===== src/rtl/piso_frame_transmitter_pkg.sv =====
// ---------------------------------------------------------------------------
// piso_frame_transmitter_pkg
//   Frame state encodings for the serial frame transmitter. The same values
//   are used by the matching serial-in/parallel-out receiver, so a state
//   probe on either end of the link reads the same way.
//   No ports.
// ---------------------------------------------------------------------------
package piso_frame_transmitter_pkg;

  localparam logic [1:0] ST_IDLE  = 2'd0;
  localparam logic [1:0] ST_START = 2'd1;
  localparam logic [1:0] ST_DATA  = 2'd2;
  localparam logic [1:0] ST_STOP  = 2'd3;

endpackage


===== src/rtl/piso_frame_transmitter_bit_period_counter.sv =====
// ---------------------------------------------------------------------------
// bit_period_counter
//   Counts the CLKS_PER_BIT clock cycles of one serial bit and raises
//   registered flags for the first and the last cycle of each bit.
//   The flags describe the cycle currently on the line, so they can drive
//   outputs directly.
//
//   clk     in   system clock, rising edge
//   rst     in   asynchronous reset, active-high
//   clear   in   next cycle is the first cycle of a new frame
//   enable  in   current cycle belongs to a frame that continues next cycle
//   first   out  current cycle is the first cycle of a bit
//   last    out  current cycle is the last cycle of a bit
// ---------------------------------------------------------------------------
module bit_period_counter #(
  parameter int CLKS_PER_BIT = 4
) (
  input  logic clk,
  input  logic rst,
  input  logic clear,
  input  logic enable,
  output logic first,
  output logic last
);

  localparam int CW = (CLKS_PER_BIT > 1) ? $clog2(CLKS_PER_BIT) : 1;
  // Count value one cycle before the end of a bit; unused when a bit is a
  // single cycle long because last is then always set during a frame.
  localparam logic [CW-1:0] PENULT = CW'((CLKS_PER_BIT > 1) ? (CLKS_PER_BIT - 2) : 0);
  localparam logic          SINGLE = (CLKS_PER_BIT == 1);

  if (CLKS_PER_BIT < 1) begin : g_param_check
    $error("bit_period_counter: CLKS_PER_BIT must be at least 1");
  end

  logic [CW-1:0] cnt_q;

  always_ff @(posedge clk or posedge rst) begin
    if (rst) begin
      cnt_q <= '0;
      first <= 1'b0;
      last  <= 1'b0;
    end else if (clear) begin
      cnt_q <= '0;
      first <= 1'b1;
      last  <= SINGLE;
    end else if (enable) begin
      if (last) begin
        // wrap into the first cycle of the following bit
        cnt_q <= '0;
        first <= 1'b1;
        last  <= SINGLE;
      end else begin
        cnt_q <= cnt_q + 1'b1;
        first <= 1'b0;
        last  <= (cnt_q == PENULT);
      end
    end else begin
      cnt_q <= '0;
      first <= 1'b0;
      last  <= 1'b0;
    end
  end

endmodule


===== src/rtl/piso_frame_transmitter.sv =====
// ---------------------------------------------------------------------------
// piso_frame_transmitter
//   Parallel-in, serial-out framed transmitter. A word presented with a
//   one-cycle load strobe is sent MSB-first as: low start bit, WIDTH data
//   bits, high stop bit. Each bit lasts CLKS_PER_BIT clock cycles.
//
//   Handshake: a frame starts on a rising edge where load=1 and ready=1;
//   din is captured on that edge only. load while ready=0 is ignored.
//
//   clk         in   system clock, rising edge
//   rst         in   asynchronous reset, active-high
//   load        in   start-frame request
//   din         in   WIDTH-bit word to send
//   ready       out  idle, a load will be accepted
//   sout        out  serial line, idles high
//   bit_strobe  out  pulse on the first cycle of every bit
//   done        out  pulse on the last cycle of the stop bit
// ---------------------------------------------------------------------------
module piso_frame_transmitter
  import piso_frame_transmitter_pkg::*;
#(
  parameter int WIDTH        = 8,
  parameter int CLKS_PER_BIT = 4,
  parameter int Delay        = 0
) (
  input  logic             clk,
  input  logic             rst,
  input  logic             load,
  input  logic [WIDTH-1:0] din,
  output logic             ready,
  output logic             sout,
  output logic             bit_strobe,
  output logic             done
);

  localparam int            BW       = $clog2(WIDTH + 1);
  localparam logic [BW-1:0] LAST_BIT = BW'(WIDTH - 1);

  // Delay only shapes simulation timing in the gate-level flavour of this
  // catalog; it has no effect on the logic here.
  if (WIDTH < 1 || CLKS_PER_BIT < 1 || Delay < 0) begin : g_param_check
    $error("piso_frame_transmitter: WIDTH and CLKS_PER_BIT must be >= 1, Delay >= 0");
  end

  logic [1:0]       state_q, state_d;
  logic [WIDTH-1:0] shift_q, shift_d;
  logic [BW-1:0]    bit_cnt_q, bit_cnt_d;
  logic             sout_q, sout_d;
  logic             ready_q;
  logic             period_clear, period_enable;
  logic             period_first, period_last;

  // The period counter is restarted on an accepted load and runs for every
  // frame cycle except the final stop cycle, so its flags drop to zero in
  // the idle cycle that follows done.
  assign period_clear  = (state_q == ST_IDLE) && load;
  assign period_enable = (state_q == ST_START) || (state_q == ST_DATA) ||
                         ((state_q == ST_STOP) && !period_last);

  bit_period_counter #(
    .CLKS_PER_BIT (CLKS_PER_BIT)
  ) u_period (
    .clk    (clk),
    .rst    (rst),
    .clear  (period_clear),
    .enable (period_enable),
    .first  (period_first),
    .last   (period_last)
  );

  always_comb begin
    state_d   = state_q;
    shift_d   = shift_q;
    bit_cnt_d = bit_cnt_q;
    case (state_q)
      ST_IDLE: begin
        if (load) begin
          shift_d   = din;
          bit_cnt_d = '0;
          state_d   = ST_START;
        end
      end
      ST_START: begin
        if (period_last) state_d = ST_DATA;
      end
      ST_DATA: begin
        if (period_last) begin
          shift_d   = shift_q << 1;
          bit_cnt_d = bit_cnt_q + 1'b1;
          if (bit_cnt_q == LAST_BIT) state_d = ST_STOP;
        end
      end
      ST_STOP: begin
        if (period_last) state_d = ST_IDLE;
      end
      default: begin
        state_d = ST_IDLE;
      end
    endcase
  end

  // Line level for the cycle that the next state describes; anything that
  // is not a start or data cycle drives the idle/stop level.
  always_comb begin
    sout_d = 1'b1;
    case (state_d)
      ST_START: sout_d = 1'b0;
      ST_DATA:  sout_d = shift_d[WIDTH-1];
      default:  sout_d = 1'b1;
    endcase
  end

  always_ff @(posedge clk or posedge rst) begin
    if (rst) begin
      state_q   <= ST_IDLE;
      shift_q   <= '0;
      bit_cnt_q <= '0;
      sout_q    <= 1'b1;
      ready_q   <= 1'b1;
    end else begin
      state_q   <= state_d;
      shift_q   <= shift_d;
      bit_cnt_q <= bit_cnt_d;
      sout_q    <= sout_d;
      ready_q   <= (state_d == ST_IDLE);
    end
  end

  assign ready      = ready_q;
  assign sout       = sout_q;
  assign bit_strobe = period_first;
  // Built only from flops, so no input reaches done within a cycle.
  assign done       = (state_q == ST_STOP) && period_last;

endmodule

===== config.mk =====
export PLATFORM = sky130hd
export DESIGN_NAME = piso_frame_transmitter
export DESIGN_NICKNAME = d
export VERILOG_FILES = /design/src/rtl/piso_frame_transmitter_pkg.sv /design/src/rtl/piso_frame_transmitter_bit_period_counter.sv /design/src/rtl/piso_frame_transmitter.sv
export SDC_FILE = /design/constraint.sdc
export NUM_CORES = 1
export LEC_CHECK = 0
export BUFFER_PORTS_ARGS = -buffer_cell sky130_fd_sc_hd__clkbuf_2
export CORE_MARGIN = 1.5
export CORE_UTILIZATION = 55
export CTS_CLUSTER_SIZE = 24
export DETAILED_ROUTE_END_ITERATION = 7
export GPL_ROUTABILITY_DRIVEN = 0
export PLACE_DENSITY = 0.75
export SLEW_MARGIN = 20
export SYNTH_ARGS = -nofsm -noshare
export SYNTH_HDL_FRONTEND = slang
export SYNTH_SLANG_ARGS = --single-unit
export TNS_END_PERCENT = 100

===== constraint.sdc =====
create_clock -name clk -period 2.27 [get_ports clk]
set_input_delay 0.1135 -clock clk [delete_from_list [all_inputs] [get_ports clk]]
set_output_delay 0.1135 -clock clk [all_outputs]
set_load 0.1 [all_outputs]

==> results.toml <==
[outcome]
outcome = "complete, no violations"

[setup_path]
critPathMaxFanout = 12
required_ps = 2520
crit_type = "flip-flop to flip-flop"
cp-start-kind = "flip-flop"
crit_chain = "inv_1 > ha_1 > and2_1 > nand4_1 > nand2b_1 > nor3_1"
cp_data_arrival_time_ps = 2160
end_kind = "flip-flop"
crit_slowest_cell = "ha_1"
critPathMaxStageDelay_ps = 480

[layout]
utilization = 0.629
area_growth_pct = 9.40
nets = 145
mostFrequentLayoutCells = "dfrtp_1, nor2_1, clkbuf_2, inv_1, a21oi_1"
final_cells = 154
drive_gt1_frac = 0.220
fillers = 186
final_cell_area_sq_um = 1210
diodes = 0
final_common_cell = "dfrtp_1"

[global_routing]
grt_pass1_vias = 715
grt_pass1_wl_um = 3150
grt_usage = 0.197
antenna_found_initial = 0
grt_max_degree = 21
grt-ovfl-total = 0

[clock_tree]
cts.sinks = 20
cts-resized-gates = 0
cts_hold_buf = 1
cts_max_level = 1
cts_tree = "built"
clkTransAtPathRegs_ps = 120
clk_latency_ps = 300
clockRootBuffer = "clkbuf_4"
cts_buffer_depth = 2
postCtsSetupBuffers = 0
cts_buffers = 3

[pwr]
p_per_area_nw_per_um2 = 1160
comb_power_share = 0.444
internal-power_mw = 0.780
p_leak_nw = 0.560
vdd_drop_max_mv = 0.654
clockPowerShare = 0.151
p_sw_mw = 0.623
seq_power_share = 0.405
swShare = 0.444

[drt]
post_drt_via_cell_ratio = 5.32
drt_iter0_markers = 15
vias = 819
drc = 0
finalWirelength_um = 1990
dr.max_layer_used = "met4"
wl_met1_um = 961
ant_nets = 0
met2_length_um = 965
met3_length_um = 39
drt_pre_antenna_iters = 4
post_drt_wl_per_cell_um = 12.9

[hold_path]
hp-class = "primary input to flip-flop"

[synthesis]
avgSynthCellArea_sq_um = 9.78
netlist.area_leader.share = 0.408
synth_cells = 113
synth_nets = 130
yosys.area.top_type = "dfrtp_1"
netlist_area_sq_um = 1100
synth_edf_count = 0
ys_ff_latch = 20
async_flop_share = 1.00
synth.distinct_cells = 31
synth_area_leaders = "dfrtp_1, ha_1, a22oi_1"
synthFlopType = "dfrtp_1"
yosysWarnings = 0
ys_seq_area_frac = 0.455

[run]
maxCapViolCount = 0

[timing]
tightest_slew_ps = 707
fin_crit_ps = 1910
finClkSkew_ps = 2.75
grt_setup_unrepaired = "no"
relSlewSlack = 0.528
max_freq_mhz = 523
fin_crit_sh = 0.843
fin_setup_tns_ps = 0
drv_slew = 0
finalHoldViolations = 0
finalHoldWorstSlack_ps = 45.5
setup_viol = 0

[placement]
portBuffers = 14
placed_area_sq_um = 1160
dp_cells = 149
hpwl_um = 1510

[floorplan]
dieArea_sq_um = 2290
die_x_um = 47.8
die_h_um = 47.8
ioPinCount = 15
start_util = 0.575
rows = 16
core_sq_um = 1920
[power by group through the flow]
stage / clock network, mW / registers, mW / logic, mW
after detailed placement: 0 / 0.572 / 0.627
after floorplan: 0 / 0.738 / 0.377
final: 0.212 / 0.568 / 0.623
after global routing: 0.229 / 0.583 / 0.689
after global placement: 0 / 0.570 / 0.608
after CTS: 0.214 / 0.569 / 0.628
[cell families (layout without fill, tap and decap cells)]
| family | after synthesis | in the layout | share of synthesized area |
|---|---|---|---|
| simple gates | 38 | 38 | 0.173 |
| compound gates | 30 | 30 | 0.202 |
| flops | 20 | 20 | 0.455 |
| xor+xnor | 2 | 2 | 0.0159 |
| fa+ha+maj | 6 | 6 | 0.0679 |
| buf+inv | 17 | 31 | 0.0861 |
[through the flow]
step | setup WS (ps) | power (mW)
floorplan | 689 | 1.11
global placement | 515 | 1.18
detailed placement | 381 | 1.20
CTS | 381 | 1.41
global route | 183 | 1.50
finish | 357 | 1.40
[per-layer routing]
metal | vias to the layer above | GRT usage
met3 | 4 | 0.0340
li1 | 410 | -
met1 | 396 | 0.281
met5 | - | 0
met4 | 0 | 0.0649
met2 | 9 | 0.304
[cells in the mapped netlist (2+ instances only)]
master    number
dfrtp_1       18
nor2_1        14
inv_1         10
a21oi_1        9
a22oi_1        7
ha_1           6
nand2_1        5
nand3_1        5
o21ai_0        5
and2_1         3
buf_6          3
buf_4          2
dfstp_2        2
nand2b_1       2
nand4_1        2
nor2b_1        2
nor3_1         2
o21ai_1        2
xor2_1         2
[final cells by class]
cell class,instances,area (sq um),share of cell area
Tap cell,27,33.8,0.0280
Sequential cell,20,503,0.416
Multi-Input combinational cell,76,507,0.419
Clock buffer,4,36.3,0.0300
Timing Repair Buffer,16,87.6,0.0725
Inverter,11,41.3,0.0342
[path summary, 6_finish.rpt]
| check | from | endpoint | slack (ps) | cells after the start |
|---|---|---|---|---|
| setup / recovery | state_q[0]$_DFF_PP0_ | ready$_DFF_PP1_ | 360 | 6 |
| hold / removal | din[0] | shift_q[0]$_DFFE_PP0P_ | 50 | 3 |
| setup reg to reg | state_q[0]$_DFF_PP0_ | ready$_DFF_PP1_ | 360 | 6 |
| hold reg to reg | u_period.cnt_q[0]$_DFF_PP0_ | u_period.cnt_q[0]$_DFF_PP0_ | 430 | 1 |
| max in group asynchronous | rst | shift_q[0]$_DFFE_PP0P_ | 1390 | 3 |
| min in group asynchronous | rst | shift_q[7]$_DFF_PP0_ | 440 | 3 |
[worst max-delay path: cells and delay by family, from the launching register on]
kind	cells	cell delay (ps)
buf+inv	1	100
fa+ha+maj	1	480
simple gates	4	840
flops	1	430
[sequential cells by signal (all words and copies together) (netlist names)]
name            count
shift_q             8
bit_cnt_q           4
state_q             2
u_period.cnt_q      2
ready               1
sout                1
u_period.first      1
u_period.last       1
Power figures use the tool's default switching activity.
